<file path="config.mk">
export PLATFORM = sky130hd
export DESIGN_NAME = clk_mgr_cfg_master
export DESIGN_NICKNAME = d
export VERILOG_FILES = /design/src/rtl/clk_mgr_cfg_master.sv
export SDC_FILE = /design/constraint.sdc
export NUM_CORES = 1
export LEC_CHECK = 0
export BUFFER_PORTS_ARGS = -buffer_cell sky130_fd_sc_hd__buf_4
export CAP_MARGIN = 20
export CORE_UTILIZATION = 26
export DETAILED_ROUTE_END_ITERATION = 8
export PLACE_DENSITY = 0.46
export SLEW_MARGIN = 20
export SYNTH_ARGS = -nofsm -noshare
export SYNTH_HDL_FRONTEND = slang
export SYNTH_SLANG_ARGS = --single-unit
</file>
<file path="constraint.sdc">
create_clock -name clk_i -period 3.3 [get_ports clk_i]
set_clock_uncertainty 0.15 [all_clocks]
set_input_delay 0.33 -clock clk_i [delete_from_list [all_inputs] [get_ports clk_i]]
set_output_delay 0.33 -clock clk_i [all_outputs]
set_load 0.01 [all_outputs]
</file>
<file path="src/rtl/clk_mgr_cfg_master.sv">
// Clock-manager configuration master.
// On a start request it latches the requested DIVCLK/MULT/CLKOUT0 settings,
// writes them plus a load command to the clock manager over AXI4-Lite, then
// polls the status register until the lock bit is set or the poll budget
// runs out. A single done_o pulse and a sticky err_o report the outcome.
//
// Handshake semantics: a transfer on any AXI channel completes on a rising
// clk_i edge where that channel's valid and ready are both 1. A valid, once
// raised, stays high with its address/data unchanged until that edge, and
// drops in the following cycle. Only one transaction is ever outstanding,
// and AR is never driven while AW or W is active.
module clk_mgr_cfg_master #(
  parameter int unsigned POLL_LIMIT  = 1023,
  parameter logic [10:0] PLL_BASE    = 11'h200,
  parameter logic [10:0] STATUS_ADDR = 11'h004
) (
  input  logic        clk_i,
  input  logic        rst_i,
  input  logic        cfg_req_i,
  input  logic [7:0]  cfg_divclk_i,
  input  logic [7:0]  cfg_mult_i,
  input  logic [7:0]  cfg_div0_i,
  output logic        busy_o,
  output logic        done_o,
  output logic [1:0]  err_o,
  output logic [2:0]  dbg_state_o,
  output logic [10:0] m_axi_awaddr,
  output logic        m_axi_awvalid,
  input  logic        m_axi_awready,
  output logic [31:0] m_axi_wdata,
  output logic [3:0]  m_axi_wstrb,
  output logic        m_axi_wvalid,
  input  logic        m_axi_wready,
  input  logic [1:0]  m_axi_bresp,
  input  logic        m_axi_bvalid,
  output logic        m_axi_bready,
  output logic [10:0] m_axi_araddr,
  output logic        m_axi_arvalid,
  input  logic        m_axi_arready,
  input  logic [31:0] m_axi_rdata,
  input  logic [1:0]  m_axi_rresp,
  input  logic        m_axi_rvalid,
  output logic        m_axi_rready
);

  typedef enum logic [2:0] {
    S_IDLE    = 3'd0,
    S_WR_REQ  = 3'd1,
    S_WR_RESP = 3'd2,
    S_RD_REQ  = 3'd3,
    S_RD_RESP = 3'd4,
    S_FINISH  = 3'd5
  } state_t;

  localparam logic [10:0] REG2_ADDR = PLL_BASE + 11'h008;
  localparam logic [10:0] LOAD_ADDR = PLL_BASE + 11'h05C;
  localparam logic [16:0] POLL_LIM  = 17'(POLL_LIMIT);

  localparam logic [1:0] ERR_OK      = 2'd0;
  localparam logic [1:0] ERR_BUS     = 2'd1;
  localparam logic [1:0] ERR_TIMEOUT = 2'd2;

  state_t      state_q, state_d;
  logic [1:0]  idx_q;
  logic [15:0] poll_q;
  logic [1:0]  err_q;
  logic        aw_done_q, w_done_q;
  logic [7:0]  divclk_q, mult_q, div0_q;

  logic        aw_hs, w_hs, aw_ok, w_ok;
  logic        b_ok, r_ok, locked, poll_hit;
  logic [16:0] poll_next;

  assign aw_hs     = m_axi_awvalid && m_axi_awready;
  assign w_hs      = m_axi_wvalid && m_axi_wready;
  // AW and W complete independently; the write request is finished once
  // both have been accepted, whether in the same cycle or different ones.
  assign aw_ok     = aw_done_q || aw_hs;
  assign w_ok      = w_done_q || w_hs;
  assign b_ok      = (m_axi_bresp == 2'b00);
  assign r_ok      = (m_axi_rresp == 2'b00);
  // Only bit 0 of the status word carries meaning (PLL locked).
  assign locked    = |(m_axi_rdata & 32'h0000_0001);
  assign poll_next = {1'b0, poll_q} + 17'd1;
  assign poll_hit  = (poll_next >= POLL_LIM);

  // State register.
  always_ff @(posedge clk_i) begin
    if (rst_i) state_q <= S_IDLE;
    else       state_q <= state_d;
  end

  // Next-state logic for the configure / poll sequence.
  always_comb begin
    state_d = state_q;
    case (state_q)
      S_IDLE:    if (cfg_req_i) state_d = S_WR_REQ;
      S_WR_REQ:  if (aw_ok && w_ok) state_d = S_WR_RESP;
      S_WR_RESP: begin
        if (m_axi_bvalid) begin
          if (!b_ok)             state_d = S_FINISH;
          else if (idx_q == 2'd2) state_d = S_RD_REQ;
          else                   state_d = S_WR_REQ;
        end
      end
      S_RD_REQ:  if (m_axi_arready) state_d = S_RD_RESP;
      S_RD_RESP: begin
        if (m_axi_rvalid) begin
          if (!r_ok || locked || poll_hit) state_d = S_FINISH;
          else                             state_d = S_RD_REQ;
        end
      end
      S_FINISH:  state_d = S_IDLE;
      default:   state_d = S_IDLE;
    endcase
  end

  // Sequence bookkeeping: latched settings, write index, poll count, result.
  always_ff @(posedge clk_i) begin
    if (rst_i) begin
      idx_q     <= 2'd0;
      poll_q    <= 16'd0;
      err_q     <= ERR_OK;
      aw_done_q <= 1'b0;
      w_done_q  <= 1'b0;
      divclk_q  <= 8'd0;
      mult_q    <= 8'd0;
      div0_q    <= 8'd0;
    end else begin
      case (state_q)
        S_IDLE: begin
          if (cfg_req_i) begin
            divclk_q  <= cfg_divclk_i;
            mult_q    <= cfg_mult_i;
            div0_q    <= cfg_div0_i;
            err_q     <= ERR_OK;
            idx_q     <= 2'd0;
            poll_q    <= 16'd0;
            aw_done_q <= 1'b0;
            w_done_q  <= 1'b0;
          end
        end
        S_WR_REQ: begin
          if (aw_ok && w_ok) begin
            aw_done_q <= 1'b0;
            w_done_q  <= 1'b0;
          end else begin
            if (aw_hs) aw_done_q <= 1'b1;
            if (w_hs)  w_done_q  <= 1'b1;
          end
        end
        S_WR_RESP: begin
          if (m_axi_bvalid) begin
            if (!b_ok)              err_q  <= ERR_BUS;
            else if (idx_q == 2'd2) poll_q <= 16'd0;
            else                    idx_q  <= idx_q + 2'd1;
          end
        end
        S_RD_RESP: begin
          if (m_axi_rvalid) begin
            if (!r_ok) begin
              err_q <= ERR_BUS;
            end else if (!locked) begin
              poll_q <= poll_next[15:0];
              if (poll_hit) err_q <= ERR_TIMEOUT;
            end
          end
        end
        default: ;
      endcase
    end
  end

  // AXI and status outputs decoded from the current state and write index.
  always_comb begin
    busy_o        = 1'b0;
    done_o        = 1'b0;
    m_axi_awaddr  = 11'd0;
    m_axi_awvalid = 1'b0;
    m_axi_wdata   = 32'd0;
    m_axi_wstrb   = 4'h0;
    m_axi_wvalid  = 1'b0;
    m_axi_bready  = 1'b0;
    m_axi_araddr  = 11'd0;
    m_axi_arvalid = 1'b0;
    m_axi_rready  = 1'b0;
    case (state_q)
      S_WR_REQ: begin
        busy_o        = 1'b1;
        m_axi_awvalid = !aw_done_q;
        m_axi_wvalid  = !w_done_q;
        m_axi_wstrb   = 4'hF;
        case (idx_q)
          2'd0: begin
            m_axi_awaddr = PLL_BASE;
            m_axi_wdata  = {16'h0000, mult_q, divclk_q};
          end
          2'd1: begin
            m_axi_awaddr = REG2_ADDR;
            m_axi_wdata  = {24'h000000, div0_q};
          end
          2'd2: begin
            m_axi_awaddr = LOAD_ADDR;
            m_axi_wdata  = 32'h0000_0003;
          end
          default: ;
        endcase
      end
      S_WR_RESP: begin
        busy_o       = 1'b1;
        m_axi_bready = 1'b1;
      end
      S_RD_REQ: begin
        busy_o        = 1'b1;
        m_axi_arvalid = 1'b1;
        m_axi_araddr  = STATUS_ADDR;
      end
      S_RD_RESP: begin
        busy_o       = 1'b1;
        m_axi_rready = 1'b1;
      end
      S_FINISH: done_o = 1'b1;
      default: ;
    endcase
  end

  assign err_o       = err_q;
  assign dbg_state_o = state_q;

endmodule
</file>
# Yosys cells after proc, flatten, opt, wreduce, memory -nomap -nowiden

Index checks and enable logic that the tools add are counted.

Output and inout bits: 70
Flip-flop bits (word level): 49
Word-level logic and storage cells: 108
Input port bits: 68

Equality and inequality tests: 22
Muxes and demuxes: 49
Order comparisons: 1
Add/subtract/negate cells: 2
Reduce and logical (&&, ||, !) cells: 25

Operators by type and width:

| kind                                                   | number |
|---|---|
| two-way mux 16 bit                                     | 8 |
| one-hot mux 16 bit (3 select lines)                    | 2 |
| one-hot mux 10 bit (3 select lines)                    | 1 |
| two-way mux 3 bit                                      | 8 |
| two-way mux 2 bit                                      | 11 |
| != test 2 bit (second input constant)                  | 11 |
| adder 16 x 1 -> 17 bit (second input constant)         | 1 |
| >= comparator 17 x 10 -> 1 bit (second input constant) | 1 |
| one-hot mux 3 bit (5 select lines)                     | 1 |
| two-way mux 1 bit                                      | 12 |
| != test 3 bit (second input constant)                  | 4 |
| two-way mux 10 bit                                     | 1 |
| AND reduction 5 bit                                    | 2 |
| AND reduction 8 bit                                    | 1 |
| AND reduction 7 bit                                    | 1 |
| == test 3 x 2 -> 1 bit (second input constant)         | 2 |
| == test 3 bit (second input constant)                  | 2 |
| zero test 2 bit                                        | 3 |
| one-hot mux 2 bit (3 select lines)                     | 1 |
| AND reduction 3 bit                                    | 2 |
| logical OR 1 bit                                       | 4 |
| two-way mux 4 bit                                      | 1 |
| one-hot mux 1 bit (2 select lines)                     | 2 |
| one-hot mux 2 bit (2 select lines)                     | 1 |
| 11 further kinds                                       | 16 |

# Logic depth before layout (Yosys ltp)

Depth in word-level cells: 7
Mapped depth: 9
Mapped depth without buffers: 9

# Worst setup path before layout

Ideal clock, no wire load.

Path kind: register to register
Start point: register poll_q[0]
End point: register state_q[1], in the netlist dbg_state_o[1]
Required time: 3.070 ns
Period minus slack after synthesis: 2.497 ns
Library setup time: 0.080 ns
Cell stages (with the launch flop): 9
Buffers on the path: 0
Path slack: 0.803 ns
Data arrival time: 2.267 ns
Path through: dfxtp_1 ha_1 nand3_2 nor2_1 nand4_1 xor2_1 nand4b_1 or4_1 a211oi_2

Longest elaborated chain between the ends: 6

RTL lines:

| what                               | RTL line | text |
|---|---|---|
| start: declaration                 | 65       | `logic [15:0] poll_q;` |
| start signal: assignment           | 164      | `poll_q <= poll_next[15:0];` |
| adder 16 x 1 -> 17 bit             | 84       | `assign poll_next = {1'b0, poll_q} + 17'd1;` |
| >= comparator 17 x 10 -> 1 bit     | 85       | `assign poll_hit = (poll_next >= POLL_LIM);` |
| logical OR 1 bit                   | 109      | `if (!r_ok \|\| locked \|\| poll_hit) state_d = S_FINISH;` |
| two-way mux 3 bit                  | 109      |  |
| two-way mux 3 bit                  | 108      | `if (m_axi_rvalid) begin` |
| one-hot mux 3 bit (5 select lines) | 96       | `case (state_q)` |
| end signal: assignment             | 90       | `else state_q <= state_d;` |
| end: declaration                   | 63       | `state_t state_q, state_d;` |

Every way passes these cells. The select of a mux whose other input is x is not followed.
A chain may end at the register's enable or synchronous reset.

# Worst setup path in the final report

Ends and elaborated chain as after synthesis.

==> results.sh <==
export IMPL_status="finished, final reports clean"
export IMPL_via_per_inst=4.698
export IMPL_port_buffers=74
export IMPL_crit_required_ns=3.36
export IMPL_fin_crit_sh=0.8360
export IMPL_yosys_most_used_dff="dfxtp_1"
export IMPL_gp_congestion=0.7903
export IMPL_hold_violations=0
export IMPL_max_freq_mhz=362.5
export IMPL_power_density_mw_per_mm2=415.5
export IMPL_multi_input_area_mm2=0.001763
export IMPL_ctsResizeCount=0
export IMPL_dpl_hpwl_um=5763
export IMPL_finalSetupViolCount=0
export IMPL_yosysMostFrequentCell="nand2_1"
export IMPL_maxCapViolCount=0
export IMPL_syn_to_final_growth_pct=22.38
export IMPL_synthTopCellsByCount="nand2_1, a21oi_1, dfxtp_1"
export IMPL_pin_count=138
export IMPL_vias=2894
export IMPL_max_slew_margin=0.4475
export IMPL_grt_first_pass_wirelength_um=12900
export IMPL_crit_type="flip-flop to flip-flop"
export IMPL_leakagePower_uw=0.001554
export IMPL_hold_path_class="primary input to flip-flop"
export IMPL_wl_per_cell_um=12.92
export IMPL_drv_slew=0
export IMPL_drc_errors=0
export IMPL_cts_setup_buffers=0
export IMPL_syn_area_per_cell_um2=7.347
export IMPL_synth_cells=414
export IMPL_first_global_vias=2576
export IMPL_rows=39
export IMPL_end_kind="flip-flop"
export IMPL_rsz0062_at_grt="no"
export IMPL_synth_cell_type_count=52
export IMPL_synth_edf_count=0
export IMPL_worst_ep_arrival_time_ns=2.82
export IMPL_grt_use_total=0.1340
export IMPL_worst_pin_slew_ns=0.8267
export IMPL_register_area_um2=980.9
export IMPL_drt_iter0_drc=130
export IMPL_worstHoldPathCells=3
export IMPL_initial_utilization=0.2664
export IMPL_die_y_um=110.2
export IMPL_cts_hold_fix_buffers=0
export IMPL_seq_area_frac_synth=0.3225
export IMPL_synthArstFlopShare=0
export IMPL_cts_made_buffers=5
export IMPL_ant_nets=0
export IMPL_peakVddDrop_v=0.0002160
export IMPL_synth_area_top_cells="dfxtp_1, buf_4, a21oi_1"
export IMPL_cts_htree_levels=2
export IMPL_antenna_found_initial=0
export IMPL_finalCriticalPeriod_ns=2.759
export IMPL_fp_dieW_um=110.2
export IMPL_ys_warn_count=0
export IMPL_grt_overflow_total=0
export IMPL_clock_sinks=49
export IMPL_drive_gt1_frac=0.2072
export IMPL_start_kind="flip-flop"
export IMPL_root_buffer="clkbuf_16"
export IMPL_die_area_mm2=0.01214
export IMPL_nets=546
export IMPL_wl_um=7960
export IMPL_critPathMaxFanout=7
export IMPL_diodes=0
export IMPL_core_area_mm2=0.01142
export IMPL_worst_r2r_cell_count=8
export IMPL_first_pass_iters=4
export IMPL_grt_max_degree=51
export IMPL_synth_top_area_cell="dfxtp_1"
export IMPL_worstSkewPairLatency_ns=0.29
export IMPL_synth_top_area_share=0.3225
export IMPL_ys_seq_elements=49
export IMPL_cts_clk_slew_worst_paths_ns=0.07
export IMPL_power_uw=1547
export IMPL_cts_path_max_buffers=2
export IMPL_netlist_area_mm2=0.003042
export IMPL_cts_tree="yes"
export IMPL_nFillCells=1257
export IMPL_fin_tns_setup_ns=0
==> cell families (layout without fill, tap and decap cells) <==
| group | after synthesis | after routing | share of synthesized area |
|---|---|---|---|
| multiplexers | 1 | 1 | 0.003291 |
| adder cells (fa/ha/maj) | 6 | 6 | 0.02468 |
| XOR/XNOR | 7 | 7 | 0.02016 |
| buffers and inverters | 72 | 100 | 0.1362 |
| flip-flops | 49 | 49 | 0.3225 |
| AO/OA/AOI/OAI | 106 | 106 | 0.2077 |
| AND/OR/NAND/NOR | 172 | 172 | 0.2842 |
| other | 1 | 32 | 0.001233 |
==> per-layer routing <==
layer | up-vias | GRT usage | share of wire
met2 | 76 | 0.2263 | 0.47
met4 | 0 | 0.03102 | 0.0083
li1 | 1481 | - | -
met1 | 1331 | 0.1754 | 0.47
met3 | 6 | 0.02646 | 0.055
met5 | - | 0 | 0
==> cells in the final DEF, fill, tap and decap left out, drive strengths merged, types with 5 or more instances in the layout <==
cell type and instances:
buf 82, nand2 61, a21oi 50, dfxtp 49, nor2 42, conb 32
o21ai 22, inv 11, and3 10, nand2b 9, nand3 9, nor3 7
a22oi 6, ha 6, xnor2 5, and2 5, a31oi 5, nand3b 5
clkbuf 5
==> worst max-delay path, stage by stage, from the launching register on <==
cell	delay, ns
dfxtp_1	0.45
ha_1	0.32
nand3_2	0.17
nor4_2	0.44
nand3_1	0.11
o21ai_0	0.10
nand4b_1	0.19
or4_1	0.53
a211oi_2	0.22
==> final cells by class <==
class | instances | area share
clock buffer | 5 | 0.03361
clock inverter | 3 | 0.005714
inverter | 10 | 0.01008
multi-input combinational | 324 | 0.4736
sequential | 49 | 0.2635
tap | 143 | 0.04807
timing repair buffer | 82 | 0.1654
==> report_power, final <==
group	switching [µW]	total, µW	internal, µW
Clock	231	513	283
Sequential	25.2	651	626
Combinational	223	382	159
==> metrics by stage <==
step           instances  hold WS, ns  worst slack [ns]    util  area, µm²
2_1_floorplan        445       0.2819            0.8031       -       3158
3_3_place_gp         608       0.2898            0.5711  0.3132       3576
3_5_place_dp         608       0.2964            0.5655  0.3132       3576
4_1_cts              616       0.1279            0.5278  0.3260       3722
5_1_grt              616       0.1354            0.3070  0.3260       3722
6_report             616       0.1371            0.5412  0.3260       3722
==> registers in the layout (all words and copies together), names as in the netlist <==
name and flops:
poll_q 16, div0_q 8, divclk_q 8, mult_q 8, dbg_state_o 3, err_o 2, idx_q 2, aw_done_q 1
w_done_q 1
==> final timing paths <==
kind                 start              to  slack [ns]
max              poll_q[0]  dbg_state_o[1]        0.54
min          cfg_mult_i[4]       mult_q[4]        0.14
max reg2reg      poll_q[0]  dbg_state_o[1]        0.54
min reg2reg      mult_q[5]       mult_q[5]        0.30
(Power assumes the default switching activity.)
